File: config.mk
export PLATFORM = sky130hd
export DESIGN_NAME = load_store_unit
export DESIGN_NICKNAME = d
export VERILOG_FILES = /design/src/rtl/lsu_pkg.sv /design/src/rtl/lsu_align.sv /design/src/rtl/load_store_unit.sv
export SDC_FILE = /design/constraint.sdc
export NUM_CORES = 1
export LEC_CHECK = 0
export BUFFER_PORTS_ARGS = -buffer_cell sky130_fd_sc_hd__buf_4
export CAP_MARGIN = 5
export CORE_MARGIN = 5
export CORE_UTILIZATION = 47
export DETAILED_ROUTE_END_ITERATION = 16
export HOLD_SLACK_MARGIN = 0.05
export PLACE_DENSITY = 0.77
export RECOVER_POWER = 25
export SYNTH_ARGS = -nofsm -noshare
export SYNTH_HDL_FRONTEND = slang
export SYNTH_SLANG_ARGS = --single-unit
File: constraint.sdc
create_clock -name CLK -period 2 [get_ports CLK]
set_clock_uncertainty 0.1 [all_clocks]
set_input_delay 0.4 -clock CLK [delete_from_list [all_inputs] [get_ports CLK]]
set_output_delay 0.4 -clock CLK [all_outputs]
set_load 0.01 [all_outputs]
File: src/rtl/lsu_pkg.sv
// Shared definitions for the load/store unit: RV32I funct3 width codes,
// FSM state encoding, and the request legality check (funct3 + alignment).
// Pure package: no latency, no flow control.
package lsu_pkg;

    // RV32I load/store width codes (funct3 field)
    localparam logic [2:0] F3_B  = 3'b000;
    localparam logic [2:0] F3_H  = 3'b001;
    localparam logic [2:0] F3_W  = 3'b010;
    localparam logic [2:0] F3_BU = 3'b100;
    localparam logic [2:0] F3_HU = 3'b101;

    typedef enum logic [2:0] {
        IDLE    = 3'd0,
        READ    = 3'd1,
        CAPTURE = 3'd2,
        WRITE   = 3'd3,
        DONE    = 3'd4
    } lsu_state_t;

    // Flags a request whose width code is illegal for its direction or whose
    // byte offset is not naturally aligned for that width. The address range
    // check lives in the top level because it depends on the memory size.
    function automatic logic req_bad_form(
        input logic       is_store,
        input logic [2:0] funct3,
        input logic [1:0] offset
    );
        logic bad;
        bad = 1'b0;
        case (funct3)
            F3_B:    bad = 1'b0;
            F3_BU:   bad = is_store;              // no unsigned store
            F3_H:    bad = offset[0];
            F3_HU:   bad = is_store | offset[0];
            F3_W:    bad = (offset != 2'b00);
            default: bad = 1'b1;
        endcase
        return bad;
    endfunction

endpackage

File: src/rtl/lsu_align.sv
// Lane steering between a 32-bit memory word and byte/half/word data.
// Purely combinational (zero latency); no flow control.
// Ports: rd_word/offset/funct3 -> load_val (extracted + extended);
//        rd_word/wr_data/offset/funct3 -> store_word (read-modify-write merge).
module lsu_align
    import lsu_pkg::*;
(
    input  logic [31:0] rd_word,
    input  logic [31:0] wr_data,
    input  logic [1:0]  offset,
    input  logic [2:0]  funct3,
    output logic [31:0] load_val,
    output logic [31:0] store_word
);

    logic [7:0]  sel_byte;
    logic [15:0] sel_half;

    // Little-endian lanes: byte k lives in bits [8k+7:8k]
    always_comb begin
        sel_byte = rd_word[7:0];
        case (offset)
            2'd0: sel_byte = rd_word[7:0];
            2'd1: sel_byte = rd_word[15:8];
            2'd2: sel_byte = rd_word[23:16];
            2'd3: sel_byte = rd_word[31:24];
            default: sel_byte = rd_word[7:0];
        endcase
        sel_half = offset[1] ? rd_word[31:16] : rd_word[15:0];
    end

    always_comb begin
        load_val = rd_word;
        case (funct3)
            F3_B:    load_val = {{24{sel_byte[7]}}, sel_byte};
            F3_BU:   load_val = {24'h000000, sel_byte};
            F3_H:    load_val = {{16{sel_half[15]}}, sel_half};
            F3_HU:   load_val = {16'h0000, sel_half};
            default: load_val = rd_word;
        endcase
    end

    // Old word with only the addressed lane(s) replaced by the new data
    always_comb begin
        store_word = rd_word;
        case (funct3)
            F3_B: begin
                case (offset)
                    2'd0: store_word[7:0]   = wr_data[7:0];
                    2'd1: store_word[15:8]  = wr_data[7:0];
                    2'd2: store_word[23:16] = wr_data[7:0];
                    2'd3: store_word[31:24] = wr_data[7:0];
                    default: store_word = rd_word;
                endcase
            end
            F3_H: begin
                if (offset[1]) store_word[31:16] = wr_data[15:0];
                else           store_word[15:0]  = wr_data[15:0];
            end
            default: store_word = wr_data;
        endcase
    end

endmodule

File: src/rtl/load_store_unit.sv
// Byte-addressed RV32I load/store initiator onto a word memory with 1-cycle
// registered reads; sub-word stores use read-modify-write.
// Latency (accept edge = cycle 0, Done cycle): fault 1, sw 2, load 3, sb/sh 4.
// Backpressure: one transaction at a time; Start is only sampled while Ready=1.
// Ports: CLK/RESET_N; request Start/IsStore/Funct3/Address/StoreData;
//        status Ready/Done/Fault/LoadData; memory MemWriteEnable/MemAddress/
//        MemWriteData/MemReadData.
module load_store_unit
    import lsu_pkg::*;
#(
    parameter int MEMORY_SIZE = 64
)
(
    input  logic        CLK,
    input  logic        RESET_N,
    input  logic        Start,
    input  logic        IsStore,
    input  logic [2:0]  Funct3,
    input  logic [31:0] Address,
    input  logic [31:0] StoreData,
    output logic        Ready,
    output logic        Done,
    output logic        Fault,
    output logic [31:0] LoadData,
    output logic        MemWriteEnable,
    output logic [31:0] MemAddress,
    output logic [31:0] MemWriteData,
    input  logic [31:0] MemReadData
);

    localparam logic [31:0] MEM_WORDS = 32'(MEMORY_SIZE);

    lsu_state_t  state;
    lsu_state_t  state_nxt;

    // Latched request
    logic        is_store_q;
    logic [2:0]  funct3_q;
    logic [1:0]  offset_q;
    logic [31:0] store_data_q;

    logic [31:0] req_idx;
    logic        req_fault;
    logic        accept;
    logic [31:0] align_load;
    logic [31:0] align_store;

    // Only Address[31:2] indexes memory; the low bits select lanes and are
    // never carried into the word index.
    assign req_idx   = {2'b00, Address[31:2]};
    assign req_fault = req_bad_form(IsStore, Funct3, Address[1:0])
                     | (req_idx >= MEM_WORDS);
    assign accept    = (state == IDLE) && Start;

    lsu_align u_align (
        .rd_word    (MemReadData),
        .wr_data    (store_data_q),
        .offset     (offset_q),
        .funct3     (funct3_q),
        .load_val   (align_load),
        .store_word (align_store)
    );

    // State register
    always_ff @(posedge CLK or negedge RESET_N) begin
        if (!RESET_N) state <= IDLE;
        else          state <= state_nxt;
    end

    // Next-state logic
    always_comb begin
        state_nxt = state;
        case (state)
            IDLE: begin
                if (Start) begin
                    if (req_fault)                     state_nxt = DONE;
                    else if (IsStore && Funct3 == F3_W) state_nxt = WRITE;
                    else                               state_nxt = READ;
                end
            end
            // Memory registers the read on the READ->CAPTURE edge
            READ:    state_nxt = CAPTURE;
            CAPTURE: state_nxt = is_store_q ? WRITE : DONE;
            WRITE:   state_nxt = DONE;
            DONE:    state_nxt = IDLE;
            default: state_nxt = IDLE;
        endcase
    end

    // Output decode: all from the state register, so Moore and glitch-safe
    // relative to request inputs. Reset clears WriteEnable immediately.
    always_comb begin
        Ready          = (state == IDLE);
        Done           = (state == DONE);
        MemWriteEnable = (state == WRITE);
    end

    // Datapath registers
    always_ff @(posedge CLK or negedge RESET_N) begin
        if (!RESET_N) begin
            is_store_q   <= 1'b0;
            funct3_q     <= 3'b000;
            offset_q     <= 2'b00;
            store_data_q <= 32'h0;
            Fault        <= 1'b0;
            LoadData     <= 32'h0;
            MemAddress   <= 32'h0;
            MemWriteData <= 32'h0;
        end else begin
            if (accept) begin
                is_store_q   <= IsStore;
                funct3_q     <= Funct3;
                offset_q     <= Address[1:0];
                store_data_q <= StoreData;
                Fault        <= req_fault;
                MemAddress   <= req_idx;
                // Full-word store skips the read, so its data is ready now
                if (!req_fault && IsStore && Funct3 == F3_W) begin
                    MemWriteData <= StoreData;
                end
            end
            if (state == CAPTURE) begin
                if (is_store_q) MemWriteData <= align_store;
                else            LoadData     <= align_load;
            end
        end
    end

endmodule

==> impl_metrics.py <==
metrics = {
    "setup_path": {
        "slowest_delay_ns": 0.41,
        "cp_top_family": "simple AND/OR/NAND/NOR gates",
        "crit_required_ns": 2.20,
        "criticalPathCategory": "reg -> reg",
        "timing.critical_path.buf_inv": 3,
        "cp-end-kind": "flip-flop",
        "critPathArrivalTime_ns": 2.23,
        "critPathSlowestCell": "dfrtp_1",
        "setup.worst_path.start": "state[2]$_DFFE_PN0P_",
        "worstPathMaxFanout": 8,
        "cp-start-kind": "flip-flop",
        "path_cells": "buf_6, nor4b_4, nand3_2, nor4_4, buf_4, buf_8, mux2i_1, mux2i_1",
        "path_common_cell": "mux2i_1",
        "worstReg2RegStart": "state[2]$_DFFE_PN0P_",
    },
    "final_layout": {
        "synthToLayoutAreaGrowth_pct": 42.9,
        "drive_above_1_share": 0.455,
        "fin_area_um2": 9480,
        "fin_nets": 936,
        "n_antenna_cell": 0,
    },
    "clocking": {
        "cts_tree": "built",
        "cts_sinks": 136,
        "clock_path_buffers": 2,
        "clkTransAtPathRegs_ns": 0.06,
        "cts_buffers": 17,
        "clockRootBuffer": "clkbuf_16",
        "clk_latency_ns": 0.42,
        "h-tree-depth": 4,
    },
    "yosys": {
        "synth_warnings": 0,
        "synth-seq-cells": 136,
        "synth_flop_cell": "dfrtp_1",
        "ys_types": 53,
        "async_flop_share": 1.00,
        "synth-edff-count": 0,
        "synthCells": 594,
        "ys_seq_area_frac": 0.513,
        "syn_avg_cell_area_um2": 11.2,
        "netlist_area_um2": 6630,
    },
    "global_routing": {
        "overflow": 0,
        "grt_pass1_vias": 6198,
        "track_usage": 0.260,
        "grt_max_degree": 44,
        "grt_pass1_wl_um": 33400,
        "antenna_found_initial": 0,
    },
    "timing": {
        "fmax_mhz": 493,
        "setup_slack_ns": -0.0278,
        "rsz0062_at_grt": "yes",
        "period_share": 1.01,
        "finalSetupViolCount": 22,
        "maxSlewHeadroom": 0.226,
        "maxSlewViolCount": 0,
        "hold_ws_ns": 0.123,
        "min_period_ns": 2.03,
        "hold_viol": 0,
        "tightest_slew_ns": 1.16,
    },
    "power": {
        "p_clk_frac": 0.410,
        "power_switching_mw": 2.12,
        "p_comb_frac": 0.192,
        "internal_power_mw": 5.78,
        "vdd_drop_max_mv": 0.794,
        "p_seq_frac": 0.399,
        "pwr_density_cell_nw_per_um2": 834,
        "p_leak_nw": 4.30,
        "p_sw_frac": 0.268,
    },
    "floorplanning": {
        "start_util": 0.478,
        "die_w_um": 129,
        "rows": 43,
        "coreArea_um2": 13900,
        "ios": 203,
        "die-area_um2": 16600,
        "die_h_um": 129,
    },
    "routing": {
        "wl_per_cell_um": 20.8,
        "drc": 0,
        "totalWireLength_um": 21400,
        "ant_nets": 0,
        "via_per_inst": 5.77,
        "detailroute.via_count": 5918,
        "dr.pass1.iters": 8,
        "drtIter0Drc": 492,
    },
    "run": {
        "drv_cap": 0,
    },
    "placement": {
        "place_ws_ns": -0.272,
        "numPortBuffers": 200,
        "hpwlAfterDp_um": 15700,
        "place_congestion": 0.927,
        "place_area_um2": 8750,
    },
    "worst_hold_path": {
        "hold_class": "in -> reg",
        "hold_path_startpoint": "StoreData[0]",
    },
    "run_status": {
        "status": "finished with violations",
        "violations": "setup timing",
    },
}
==> path summary, 6_finish.rpt <==
| path | to | slack (ns) | cells after the start |
|---|---|---|---|
| worst max-delay path | MemWriteData[30]$_DFF_PN0_ | -0.03 | 8 |
| worst min-delay path | store_data_q[0]$_DFFE_PN0P_ | 0.12 | 2 |
| worst max register to register | MemWriteData[30]$_DFF_PN0_ | -0.03 | 8 |
| worst min register to register | LoadData[7]$_DFFE_PN0P_ | 0.39 | 2 |
| max in group asynchronous | MemWriteData[29]$_DFF_PN0_ | 0.22 | 3 |
| min in group asynchronous | LoadData[3]$_DFFE_PN0P_ | 0.66 | 2 |
==> cells in the mapped netlist (4+ instances only) <==
library cell | instances | area (um^2)
dfrtp_1 | 136 | 3400
mux2_2 | 67 | 754
mux2i_1 | 57 | 571
nand2_1 | 52 | 195
a21oi_1 | 45 | 225
clkbuf_1 | 30 | 113
nor2_1 | 26 | 97.6
o21ai_0 | 25 | 125
nand3_1 | 15 | 75.1
a221oi_1 | 13 | 114
o21ai_1 | 12 | 60.1
nor3_1 | 11 | 55.1
a221o_1 | 10 | 100
a31oi_1 | 8 | 50.1
o22ai_1 | 8 | 50.1
a22o_1 | 6 | 52.6
a22oi_1 | 6 | 45.0
buf_2 | 6 | 30.0
nor4_1 | 6 | 37.5
o21a_1 | 6 | 45.0
buf_4 | 4 | 30.0
inv_1 | 4 | 15.0
nand2b_1 | 4 | 25.0
==> state kept, by name (all words and copies together), names as in the netlist <==
name,count
Fault,1
LoadData,32
MemAddress,30
MemWriteData,32
funct3_q,3
is_store_q,1
offset_q,2
state,3
store_data_q,32
==> what timing repair did <==
item                       in CTS  in global routing
hold buffers                    1                  0
setup endpoints to repair      64                 50
resized for setup               6                  4
setup buffers                   4                  0
hold endpoints to repair       39                  0
pin swaps                       4                  4
cloned                          2                  1
==> power groups by stage <==
stage          sequential, mW  combinational (mW)  clock [mW]
6_report                 3.15                1.51        3.24
5_1_grt                  3.18                1.64        3.40
4_1_cts                  3.14                1.51        3.27
3_5_place_dp             3.19                1.49           0
3_3_place_gp             3.17                1.46           0
2_1_floorplan            3.20               0.695           0
==> area by class of cell <==
cell class              instances  area (um^2)
fillers                      1027         4410
flip-flops and latches        136         3400
multi-input cells             410         3090
repair buffers                264         2130
clock buffers                  21          470
well taps                     180          225
clock inverters                11          145
inverters                       4         15.0
==> logic make-up after synthesis <==
family	synth area share
compound gates	0.145
buf+inv	0.0345
flops	0.513
mux	0.203
other cells	0.000566
simple gates	0.104
==> layer usage <==
metal	wire [um]	track usage	vias up
li1	-	-	2673
met1	8540	0.339	2872
met2	10200	0.413	310
met3	1900	0.0747	63
met4	727	0.101	0
met5	0	0	-
==> cells in the final DEF (no fill, tap or decap), types with 6 or more instances in the layout <==
master / n
nor2_1: 24
a221o_1: 10
buf_4: 249
o22ai_1: 8
o21ai_1: 12
a221oi_1: 13
mux2_2: 67
dfrtp_1: 135
a22o_1: 6
a21oi_1: 45
clkbuf_16: 18
a31oi_1: 8
buf_12: 7
mux2i_1: 57
o21ai_0: 25
nor3_1: 10
a22oi_1: 6
nand3_1: 15
nand2_1: 52
o21a_1: 6
==> through the flow <==
stage	TNS, ns	total power [mW]	utilization	cells
6_report	-0.403	7.90	0.683	1026
3_5_place_dp	-8.92	4.68	0.631	986
5_1_grt	-4.51	8.21	0.683	1026
2_1_floorplan	-0.0209	3.89	-	595
4_1_cts	-1.12	7.92	0.682	1025
3_3_place_gp	-5.67	4.63	0.631	986
Power figures use the tool's default switching activity.
